## config.mk

```make
export PLATFORM = sky130hd
export DESIGN_NAME = instruction_fetch_unit
export DESIGN_NICKNAME = d
export VERILOG_FILES = /design/src/rtl/instruction_fetch_unit.sv
export SDC_FILE = /design/constraint.sdc
export NUM_CORES = 1
export LEC_CHECK = 0
export BUFFER_PORTS_ARGS = -buffer_cell sky130_fd_sc_hd__buf_4
export CAP_MARGIN = 20
export CORE_MARGIN = 1
export CORE_UTILIZATION = 35
export CTS_CLUSTER_DIAMETER = 50
export CTS_CLUSTER_SIZE = 20
export DETAILED_ROUTE_END_ITERATION = 8
export GPL_ROUTABILITY_DRIVEN = 0
export HOLD_SLACK_MARGIN = 0.15
export PLACE_DENSITY = 0.7
export SLEW_MARGIN = 10
export SYNTH_ARGS = -nofsm -noshare
export SYNTH_HDL_FRONTEND = slang
export SYNTH_SLANG_ARGS = --single-unit
```

## constraint.sdc

```tcl
create_clock -name clk -period 7.2 [get_ports clk]
set_input_delay 0.72 -clock clk [delete_from_list [all_inputs] [get_ports clk]]
set_output_delay 0.72 -clock clk [all_outputs]
set_load 0.05 [all_outputs]
```

## src/rtl/instruction_fetch_unit.sv

```systemverilog
// Instruction fetch front end: holds the PC, fetches one word per instruction over a
// req/ready handshake, and computes the next PC when the controller retires the instruction.
//
// state   | meaning
// --------+---------------------------------------------------------------
// S_FETCH | request outstanding at PC; waiting for IMemReady
// S_EXEC  | instruction held and valid; waiting for Retire
module instruction_fetch_unit #(
  parameter logic [31:0] RESET_PC = 32'h0000_0000
) (
  input  logic        clk,
  input  logic        rstN,
  output logic        IMemReq,
  output logic [31:0] IMemAddr,
  input  logic        IMemReady,
  input  logic [31:0] IMemData,
  output logic [31:0] Inst,
  output logic [5:0]  OpCode,
  output logic [5:0]  Func,
  output logic        InstValid,
  output logic [31:0] PC,
  output logic [31:0] PCPlus4,
  input  logic        Retire,
  input  logic [1:0]  PCSrc,
  input  logic [15:0] BranchImm,
  input  logic [31:0] RegTarget,
  output logic        AddrErr,
  output logic [31:0] RetireCount
);

  typedef enum logic {S_FETCH, S_EXEC} state_t;

  state_t      r_state;
  state_t      w_state_nxt;
  logic        w_capture;
  logic        w_retire;
  logic [31:0] r_pc;
  logic [31:0] r_inst;
  logic        r_addr_err;
  logic [31:0] r_retire_cnt;
  logic [31:0] w_pc_plus4;
  logic [31:0] w_br_off;
  logic [31:0] w_next_pc;

  always_ff @(posedge clk or negedge rstN) begin
    if (!rstN) r_state <= S_FETCH;
    else       r_state <= w_state_nxt;
  end

  // IMemReq is gated by rstN so the request drops the instant reset asserts.
  always_comb begin
    w_state_nxt = r_state;
    w_capture   = 1'b0;
    w_retire    = 1'b0;
    IMemReq     = 1'b0;
    InstValid   = 1'b0;
    case (r_state)
      S_FETCH: begin
        IMemReq = rstN;
        if (IMemReady) begin
          w_capture   = 1'b1;
          w_state_nxt = S_EXEC;
        end
      end
      S_EXEC: begin
        InstValid = 1'b1;
        if (Retire) begin
          w_retire    = 1'b1;
          w_state_nxt = S_FETCH;
        end
      end
      default: w_state_nxt = S_FETCH;
    endcase
  end

  assign w_pc_plus4 = r_pc + 32'd4;
  assign w_br_off   = {{14{BranchImm[15]}}, BranchImm, 2'b00};

  always_comb begin
    w_next_pc = w_pc_plus4;
    case (PCSrc)
      2'b00: w_next_pc = w_pc_plus4;
      2'b01: w_next_pc = w_pc_plus4 + w_br_off;
      2'b10: w_next_pc = {w_pc_plus4[31:28], r_inst[25:0], 2'b00};
      2'b11: w_next_pc = {RegTarget[31:2], 2'b00};
      default: w_next_pc = w_pc_plus4;
    endcase
  end

  always_ff @(posedge clk or negedge rstN) begin
    if (!rstN) begin
      r_pc         <= RESET_PC;
      r_inst       <= 32'd0;
      r_addr_err   <= 1'b0;
      r_retire_cnt <= 32'd0;
    end else begin
      if (w_capture) r_inst <= IMemData;
      if (w_retire) begin
        r_pc         <= w_next_pc;
        r_retire_cnt <= r_retire_cnt + 32'd1;
        if (PCSrc == 2'b11 && RegTarget[1:0] != 2'b00) r_addr_err <= 1'b1;
      end
    end
  end

  assign IMemAddr    = r_pc;
  assign PC          = r_pc;
  assign PCPlus4     = w_pc_plus4;
  assign Inst        = r_inst;
  assign OpCode      = r_inst[31:26];
  assign Func        = r_inst[5:0];
  assign AddrErr     = r_addr_err;
  assign RetireCount = r_retire_cnt;

endmodule

```

== Word level (Yosys, flattened, before mapping) ==
Cells that the tools add are included.
Cells by class
  $add $sub $neg: 3
  equality and inequality tests: 3
  muxes and demuxes: 9
  bitwise logic cells: 1
  reductions and logical operators: 4
Operators with widths (count)
  32-bit case mux with 4 select lines: 1
  32-bit by 1-bit adder with 32-bit output (second input constant): 1
  32-bit by 3-bit adder with 32-bit output (second input constant): 1
  32-bit adder: 1
  1-bit two-way mux: 7
  2-bit == test (second input constant): 2
  2-bit by 1-bit == test with 1-bit output (second input constant): 1
  2-bit zero test: 1
  1-bit case mux with 2 select lines: 1
  2-bit AND reduction: 1
  2-bit nonzero test: 1
  1-bit logical AND: 1
  1-bit NOT: 1
Word-level totals
  register bits: 98
  bits of input ports: 86
  output and inout bits: 175
  logic and storage cells: 25

== Logic depth before layout (Yosys ltp) ==
Gate-level depths: netlist (run 1).
  word-level depth: 3
  mapped depth: 19
  depth with buffers taken out: 16

== Least setup slack after synthesis (run 1) ==
OpenSTA, ideal clock, no wires.
  kind: register to register
  start: reg r_pc[4], in the netlist IMemAddr[4]
  end: reg r_pc[27], in the netlist IMemAddr[27]
  library setup time: 0.126 ns
  arrival time: 4.695 ns
  required time: 7.074 ns
  setup slack: 2.379 ns
  cell stages (with the launch flop): 20
  path buffers: 4
  clock period less this slack: 4.821 ns
  path through: dfrtp_1 -> buf_6 -> and4_4 -> and4_4 -> buf_6 -> and3_4 -> buf_6 -> nand4_1 -> xnor2_1 -> ha_1 -> clkbuf_1 -> a21oi_1 -> o211ai_1 -> nand2_1 -> a211oi_1 -> a311oi_1 -> o21bai_1 -> xnor2_1 -> o21ai_0 -> a221o_1
Between the ends
  longest elaborated chain between the ends: 3
Ends and longest elaborated chain
  from (decl): line 37  | logic [31:0] r_pc;
  from (signal assigned): line 99  | r_pc <= w_next_pc;
  32-bit by 3-bit adder with 32-bit output: line 76  | assign w_pc_plus4 = r_pc + 32'd4;
  via PCPlus4[22]: line 22  | output logic [31:0] PCPlus4,
  32-bit adder: line 83  | 2'b01: w_next_pc = w_pc_plus4 + w_br_off;
  32-bit case mux with 4 select lines: line 81  | case (PCSrc)
The timed path passes the listed nets, and every way through them passes these cells.
A chain may end at the register's enable or synchronous reset.

== Worst setup path after layout (run 1) ==
  start: reg r_pc[4], in the netlist IMemAddr[4]
  end: reg r_pc[27], in the netlist IMemAddr[27]
Between the ends
  longest elaborated chain between the ends: 3
Ends and longest elaborated chain (line)
  32-bit by 3-bit adder with 32-bit output (*): 76
  32-bit adder: 83
  32-bit case mux with 4 select lines (*): 81
Mark *: on every way between the ends. The rest lies on a longest branch, timed or not.

==> results.txt, run 1 <==
Status: finished clean
First-pass GRT wire length: 32930 um
Top_reg_cell synth: dfrtp_1
Slew @ Worst Pin: 1.035 ns
Post-DR wirelength/cell: 17.78 um
Max-cap violation count: 0
Via count: 6340
Mapped Area: 7010 um^2
Worst-path fanout max: 10
Netlist cell types: 58
Clk Latency, worst-skew pair: 0.36 ns
Mean post-synth cell area: 9.512 um^2
CTS tree: yes
GRT overflow: 0
Pleak: 4.325 nW
Max-Slew Margin vs Limit: 30.82%
CP Depth: 14
Synth-to-layout area growth: 29.98%
Sequential fraction of the synthesis area: 34.27%
Clk slew on worst S/H paths: 0.08 ns
Max Transition Viols Final: 0
Worst setup EP type: register
Vias in the first global route: 6109
Synth Instances: 737
Startpoint types: register
Top-Level Pins: 261
Clock Skews: 0.01268 ns
Power Total: 4.281 mW
Largest net degree at the start of global routing: 58
DRT iter0 DRCs: 405
Fmax: 233.8 MHz
Post-route ant nets: 0
Reg2reg end: IMemAddr[27]
Hold Crit Class: in -> async
CP top delay family: compound AO/OA/AOI/OAI gates
Post-CTS Setup Bufs: 0
N_diodes: 0
Initial antenna violation count: 0
Htree depth: 3
Resized cells post-CTS: 0
WP data required: 7.45 ns
Remaining DRCs: 0
Wirelength, routed: 21410 um
Count of final setup violators: 0
Post-CTS Hold Buffers: 0
Layout cells sized above 1: 35.46%
CTS sink count: 96
Setup TNS Final: 0 ns
GRT met3 Usage: 4.932%
Crit path DAT: 4.53 ns
R2r setup slk: 2.92 ns
CP Buf/Inv Count: 0
Slowest-stage cell, CP: dfrtp_1
Site row count: 51
Die area: 20600 um^2
Post-synth ARST share: 100.0%
Initial core utilization: 35.90%
Final Cycle Share: 59.40%
Post-DP HPWL: 16330 um
Vias per cell: 5.266
Final Hold Vio Count: 0
GRT met2 Usage: 34.93%
Final Worst Setup Slack: 2.923 ns
Slowest stage delay, CP: 0.54 ns
Die W: 143.5 um
Clock buffer count from CTS: 9
CP Cell Sequence: and4_4 > and4_4 > and3_4 > nand2_1 > xnor2_1 > ha_1 > a21o_1 > a31oi_1 > a211oi_1 > a311oi_1 > o21bai_1 > xnor2_1 > o21ai_0 > a221o_1
RSZ-0062 raised after global routing: false
Core Box Area: 19530 um^2
GR Util All Layers: 20.98%
Layout Nets: 1058
Most Used Layer, Global Route: met2
Root buffer cell: clkbuf_16
Number of flops mapped to enable cells by yosys: 0
Yosys reg bits: 96
Drt first pass iters: 5
Pre-CTS setup slack: 3.061 ns
Tmin final: 4.277 ns
Die H: 143.5 um
Peak supply drop: 0.2611 mV
CP Class: reg -> reg
RR Startpoint: IMemAddr[4]
Crit path from: IMemAddr[4]
IO buf count: 254
CP Capture Point: IMemAddr[27]
GR Layer Usage met1: 27.08%
Power per cell area: 469.7 nW/um^2
R2r worst-path depth: 14
Clock Tree Buf Depth: 2
Synth warn: 0
-- kinds of logic after synthesis --
kind of cell,count (synthesis),synth area share (%)
multiplexers,56,11.08
buffers and inverters,95,7.996
AO/OA/AOI/OAI,141,13.05
AND/OR/NAND/NOR,223,15.69
other,1,0.05349
XOR/XNOR,87,10.98
adder cells (fa/ha/maj),38,6.889
flip-flops,96,34.27
-- cell usage in the layout (no fill, tap or decap), types with 4 or more instances in the layout --
master and n:
a211oi_1 6, a21o_1 16, a21oi_1 42, a31oi_1 7, and2_1 5, and3_1 15
buf_4 257, clkbuf_16 9, conb_1 6, dfrtp_1 96, ha_1 37, inv_1 19
mux2_2 33, mux2i_1 9, mux4_2 14, nand2_1 77, nand3_1 33, nand4_1 19
nor2_1 40, nor2b_1 4, nor3_1 7, o2111ai_1 4, o211ai_1 5, o21a_1 5
o21ai_0 22, o21bai_1 5, o22ai_1 8, or3_1 5, xnor2_1 57, xor2_1 29
-- worst reg2reg max path: cells and delay by family, from the launching register on --
family	cells	cell delay (ns)
adders and majority gates	1	0.32
DFF	1	0.54
xor gates and xnor gates	2	0.51
and+or+nand+nor	4	1.04
AOI/OAI and AO/OA	7	1.78
-- layout make-up --
class | count | area [um^2]
Inverter | 19 | 71.32
Sequential cell | 96 | 2402
Timing Repair Buffer | 257 | 1929
Fill cell | 1935 | 10410
Tap cell | 265 | 331.6
Clock inverter | 7 | 78.83
Clock buffer | 9 | 225.2
Multi-Input combinational cell | 551 | 4074
-- per-layer routing --
metal,vias to the layer above,routed length (um)
met4,0,398
met2,261,10160
met3,32,1614
li1,2994,-
met5,-,0
met1,3053,9237
-- sequential cells by signal, summed over array words and instances (netlist names) --
name	flops
AddrErr	1
IMemAddr	30
Inst	32
RetireCount	32
r_state	1
-- worst min-delay path by stage --
stage,slack [ns],to
3_5_place_dp,0.46,RetireCount[31]
5_1_grt,0.40,Inst[15]
3_3_place_gp,0.47,RetireCount[31]
4_1_cts,0.39,Inst[15]
6_report,0.36,Inst[15]
2_1_floorplan,0.42,AddrErr
-- power by group --
group / internal [mW] / switching [mW]
logic: 0.968 / 1.93
registers: 0.667 / 0.221
clock network: 0.246 / 0.252
total: 1.88 / 2.40
-- cells in the mapped netlist, types with 9 or more instances --
cell type	number	share of area (%)
mux2_2	33	5.3
a21o_1	16	1.7
xor2_1	29	3.6
nand3_1	33	2.4
dfrtp_1	96	34
a21oi_1	42	3.0
buf_4	48	5.1
nand2_1	77	4.1
nand4_1	19	1.7
inv_1	19	1.0
xnor2_1	57	7.1
ha_1	37	6.6
clkbuf_1	16	0.86
nor2_1	40	2.1
mux4_2	14	4.5
and3_1	15	1.3
mux2i_1	9	1.3
o21ai_0	22	1.6
-- metrics by stage --
step	util (%)	hold slack (ns)	instance area, um^2	cells
2_1_floorplan	-	0.4244	7029	742
3_3_place_gp	45.11	0.4655	8808	1188
3_5_place_dp	45.11	0.4622	8808	1188
4_1_cts	46.67	0.3896	9112	1204
5_1_grt	46.67	0.4014	9112	1204
6_report	46.67	0.3614	9112	1204
Note: power is estimated with default switching activity, not from simulation.
==> inputs of run 2 (changes only) <==
--- a/config.mk
+++ b/config.mk
@@ -5,6 +5,7 @@
 export SDC_FILE = /design/constraint.sdc
 export NUM_CORES = 1
 export LEC_CHECK = 0
+export ABC_AREA = 1
 export BUFFER_PORTS_ARGS = -buffer_cell sky130_fd_sc_hd__buf_4
 export CAP_MARGIN = 20
 export CORE_MARGIN = 1
@@ -14,7 +15,7 @@
 export DETAILED_ROUTE_END_ITERATION = 8
 export GPL_ROUTABILITY_DRIVEN = 0
 export HOLD_SLACK_MARGIN = 0.15
-export PLACE_DENSITY = 0.7
+export PLACE_DENSITY = 0.71
 export SLEW_MARGIN = 10
 export SYNTH_ARGS = -nofsm -noshare
 export SYNTH_HDL_FRONTEND = slang
==> constraint.sdc (replaced) <==
create_clock -name clk -period 3.5 [get_ports clk]
set_input_delay 0.35 -clock clk [delete_from_list [all_inputs] [get_ports clk]]
set_output_delay 0.35 -clock clk [all_outputs]
set_load 0.05 [all_outputs]
==> run 2 against run 1 <==
Against the previous run:
- critical path depth is 7 higher
- register-to-register slack worse by 2.7 ns
- clock-buffer cell count is 1 higher
- clock power rose by 120%
- sequential power up 96%
- combinational power up 78%
- critical path type unchanged
- largest cell class unchanged
- largest power group unchanged
==> results.txt, run 2 <==
WP data required: 3.74 ns (-3.71 ns)
Final Worst Setup Slack: 0.1748 ns (-2.748 ns)
Yosys reg bits: 96 (unchanged)
Clock buffer count from CTS: 9 (unchanged)
Peak supply drop: 0.3892 mV (+49%)
Htree depth: 3 (unchanged)
Synth-to-layout area growth: 30.38%
Count leader, synth: nand2_1
Power Total: 7.963 mW (+86%)
Reg2reg end: IMemAddr[29]
R2r worst-path depth: 21 (+7)
Initial antenna violation count: 0 (unchanged)
GR Util All Layers: 24.12% (+3.1 points)
Startpoint types: register
Worst-path fanout max: 6 (-4)
Tmin final: 3.325 ns (-0.9518 ns)
Netlist cell types: 43 (-26%)
Fin area: 10460 um^2 (+15%)
CTS sink count: 96 (unchanged)
Mapped Area: 8023 um^2 (+14%)
Clk slew on worst S/H paths: 0.07 ns (about the same)
Die H: 153.4 um (+6.9%)
Placed instance area: 10050 um^2 (+14%)
Fill count: 2273 (+17%)
CP Class: reg -> reg
CTS tree: yes
Area leader, netlist: dfrtp_1
Post-DP HPWL: 23190 um (+42%)
Post-CTS Hold Buffers: 0 (unchanged)
Site row count: 55 (+7.8%)
Fmax: 300.7 MHz (+29%)
Final Hold Vio Count: 0 (unchanged)
Count of final setup violators: 0 (unchanged)
Max Transition Viols Final: 0 (unchanged)
Drt first pass iters: 5 (unchanged)
Post-synth ARST share: 100.0% (unchanged)
Post-route ant nets: 0 (unchanged)
Clk Latency, worst-skew pair: 0.34 ns (-0.02 ns)
Root buffer cell: clkbuf_16
R2r setup slk: 0.17 ns (-2.75 ns)
Die W: 153.4 um (+6.9%)
Top_reg_cell synth: dfrtp_1
Max-cap violation count: 0 (unchanged)
Clock Skews: 0.006065 ns (-0.006611 ns)
Clock Tree Buf Depth: 2 (unchanged)
RR Startpoint: IMemAddr[3]
Top-Level Pins: 261 (unchanged)
Max-Slew Margin vs Limit: 40.00% (+9.2 points)
Slew @ Worst Pin: 0.8991 ns (-0.1364 ns)
Crit path DAT: 3.56 ns (-0.97 ns)
RSZ-0062 raised after global routing: true
Vias per cell: 5.000 (-5.0%)
Number of flops mapped to enable cells by yosys: 0 (unchanged)
Synth Instances: 1159 (+57%)
Power per cell area: 761.3 nW/um^2 (+62%)
Synth area leaders: dfrtp_1, nand2_1, inv_1
IO buf count: 254 (unchanged)
Sequential fraction of the synthesis area: 29.94% (-4.3 points)
Initial core utilization: 35.54% (-0.36 points)
Most frequent cells in the layout: nand2_1, buf_4, inv_1
Setup TNS Final: 0 ns (unchanged)
Status: finished clean
Pre-CTS setup slack: -0.01813 ns (-3.079 ns)
Yosys top cell area share: 29.94% (-4.3 points)
Wirelength, routed: 28520 um (+33%)
Via count: 8325 (+31%)
Worst setup EP type: register
Core Box Area: 22570 um^2 (+16%)
GRT overflow: 0 (unchanged)
Largest net degree at the start of global routing: 51 (-12%)
Mean post-synth cell area: 6.922 um^2 (-27%)
Vias in the first global route: 8109 (+33%)
Hold Crit Class: in -> async
Leading cell type in the layout, fill and taps excluded: nand2_1
Layout Nets: 1499 (+42%)
DRT iter0 DRCs: 482 (+19%)
Remaining DRCs: 0 (unchanged)
Final core utilization: 46.34% (-0.33 points)
First-pass GRT wire length: 43600 um (+32%)
Die area: 23530 um^2 (+14%)
Synth warn: 0 (unchanged)
Commonest cells in the netlist: nand2_1, inv_1, dfrtp_1, nor2_1, nand3_1
N_diodes: 0 (unchanged)
Layout cells sized above 1: 26.88% (-8.6 points)
Post-DR wirelength/cell: 17.13 um (-3.7%)
Pleak: 5.703 nW (+32%)
Final Cycle Share: 95.00% (+36 points)
[run 2: cell types whose count changed after synthesis, sizes merged, moves of 9 or more]
cell    delta
mux2i      -9
xnor2     -39
a21o      -16
nand3     +36
inv      +126
o21ai     +14
nor3      +17
and3      -15
a221oi     +9
mux4      -14
nand2    +294
nor2      +59
a21oi     +10
[run 2: kinds of logic after synthesis]
group	after synthesis	synth area share, %
AO/OA/AOI/OAI	120	8.609
XOR/XNOR	56	6.114
adder cells (fa/ha/maj)	38	6.020
buffers and inverters	217	12.55
flip-flops	96	29.94
multiplexers	30	4.211
other	1	0.04674
AND/OR/NAND/NOR	601	32.50
[run 2: timing repair]
item                                    4_1_cts  5_1_grt
setup buffers                                 0        2
pin swaps                                     0        3
resized for setup                             1       19
endpoints found under the setup margin        1       10
[run 2: how the worst max path moves through the flow]
stage	start	end	slack [ns]	cells after the start
floorplan	IMemAddr[2]	IMemAddr[15]	0.02	16
finish	IMemAddr[3]	IMemAddr[29]	0.17	21
CTS	IMemAddr[17]	IMemAddr[26]	0.05	19
global route	IMemAddr[3]	IMemAddr[30]	-0.05	22
global placement	IMemAddr[3]	IMemAddr[27]	0.04	20
detailed placement	IMemAddr[7]	IMemAddr[27]	-0.02	21
[run 2: layout make-up]
class                      count  area [um^2]  area share [%]
timing repair buffer         271         2047           19.57
tap                          285        356.6           3.409
inverter                     146        551.8           5.275
clock inverter                 6        90.09          0.8612
sequential                    96         2411           23.05
multi-input combinational    851         4765           45.55
clock buffer                  10        239.0           2.285
[run 2: layer usage]
layer / global-route usage [%] / wire length, um / part of all wire [%] / vias up
met2: 40.77 / 13240 / 46 / 328
met4: 8.333 / 821 / 2.9 / 0
li1: - / - / - / 4085
met1: 31.00 / 12390 / 43 / 3864
met5: 0 / 0 / 0 / -
met3: 4.083 / 2072 / 7.3 / 48
[run 2: report_power, final]
part,switching [mW],internal (mW),leakage [nW]
Clock,0.452,0.649,0.159
Combinational,3.62,1.50,4.36
Sequential,0.384,1.35,1.18
[run 2: per-stage QoR]
stage          hold slack, ns  cells
6_report               0.1620   1665
5_1_grt                0.2176   1665
4_1_cts                0.1894   1663
3_5_place_dp           0.4746   1647
3_3_place_gp           0.4650   1647
2_1_floorplan         0.05441   1164
[run 2: critical path, cell delays in order, from the launching register on]
cell and delay (ns):
dfrtp_2 0.42, ha_1 0.20, inv_1 0.04, nor2_1 0.14
nand3_1 0.13, inv_1 0.10, nand2_1 0.13, nor2_4 0.18
nand2_1 0.11, xor2_2 0.22, inv_1 0.11, ha_2 0.39
nand2_2 0.10, nor3_1 0.31, and2_1 0.18, nand2_1 0.09
nand2_1 0.08, nand2_1 0.04, nand3_1 0.08, nand2_1 0.06
nand2_1 0.05, nand2_1 0.05
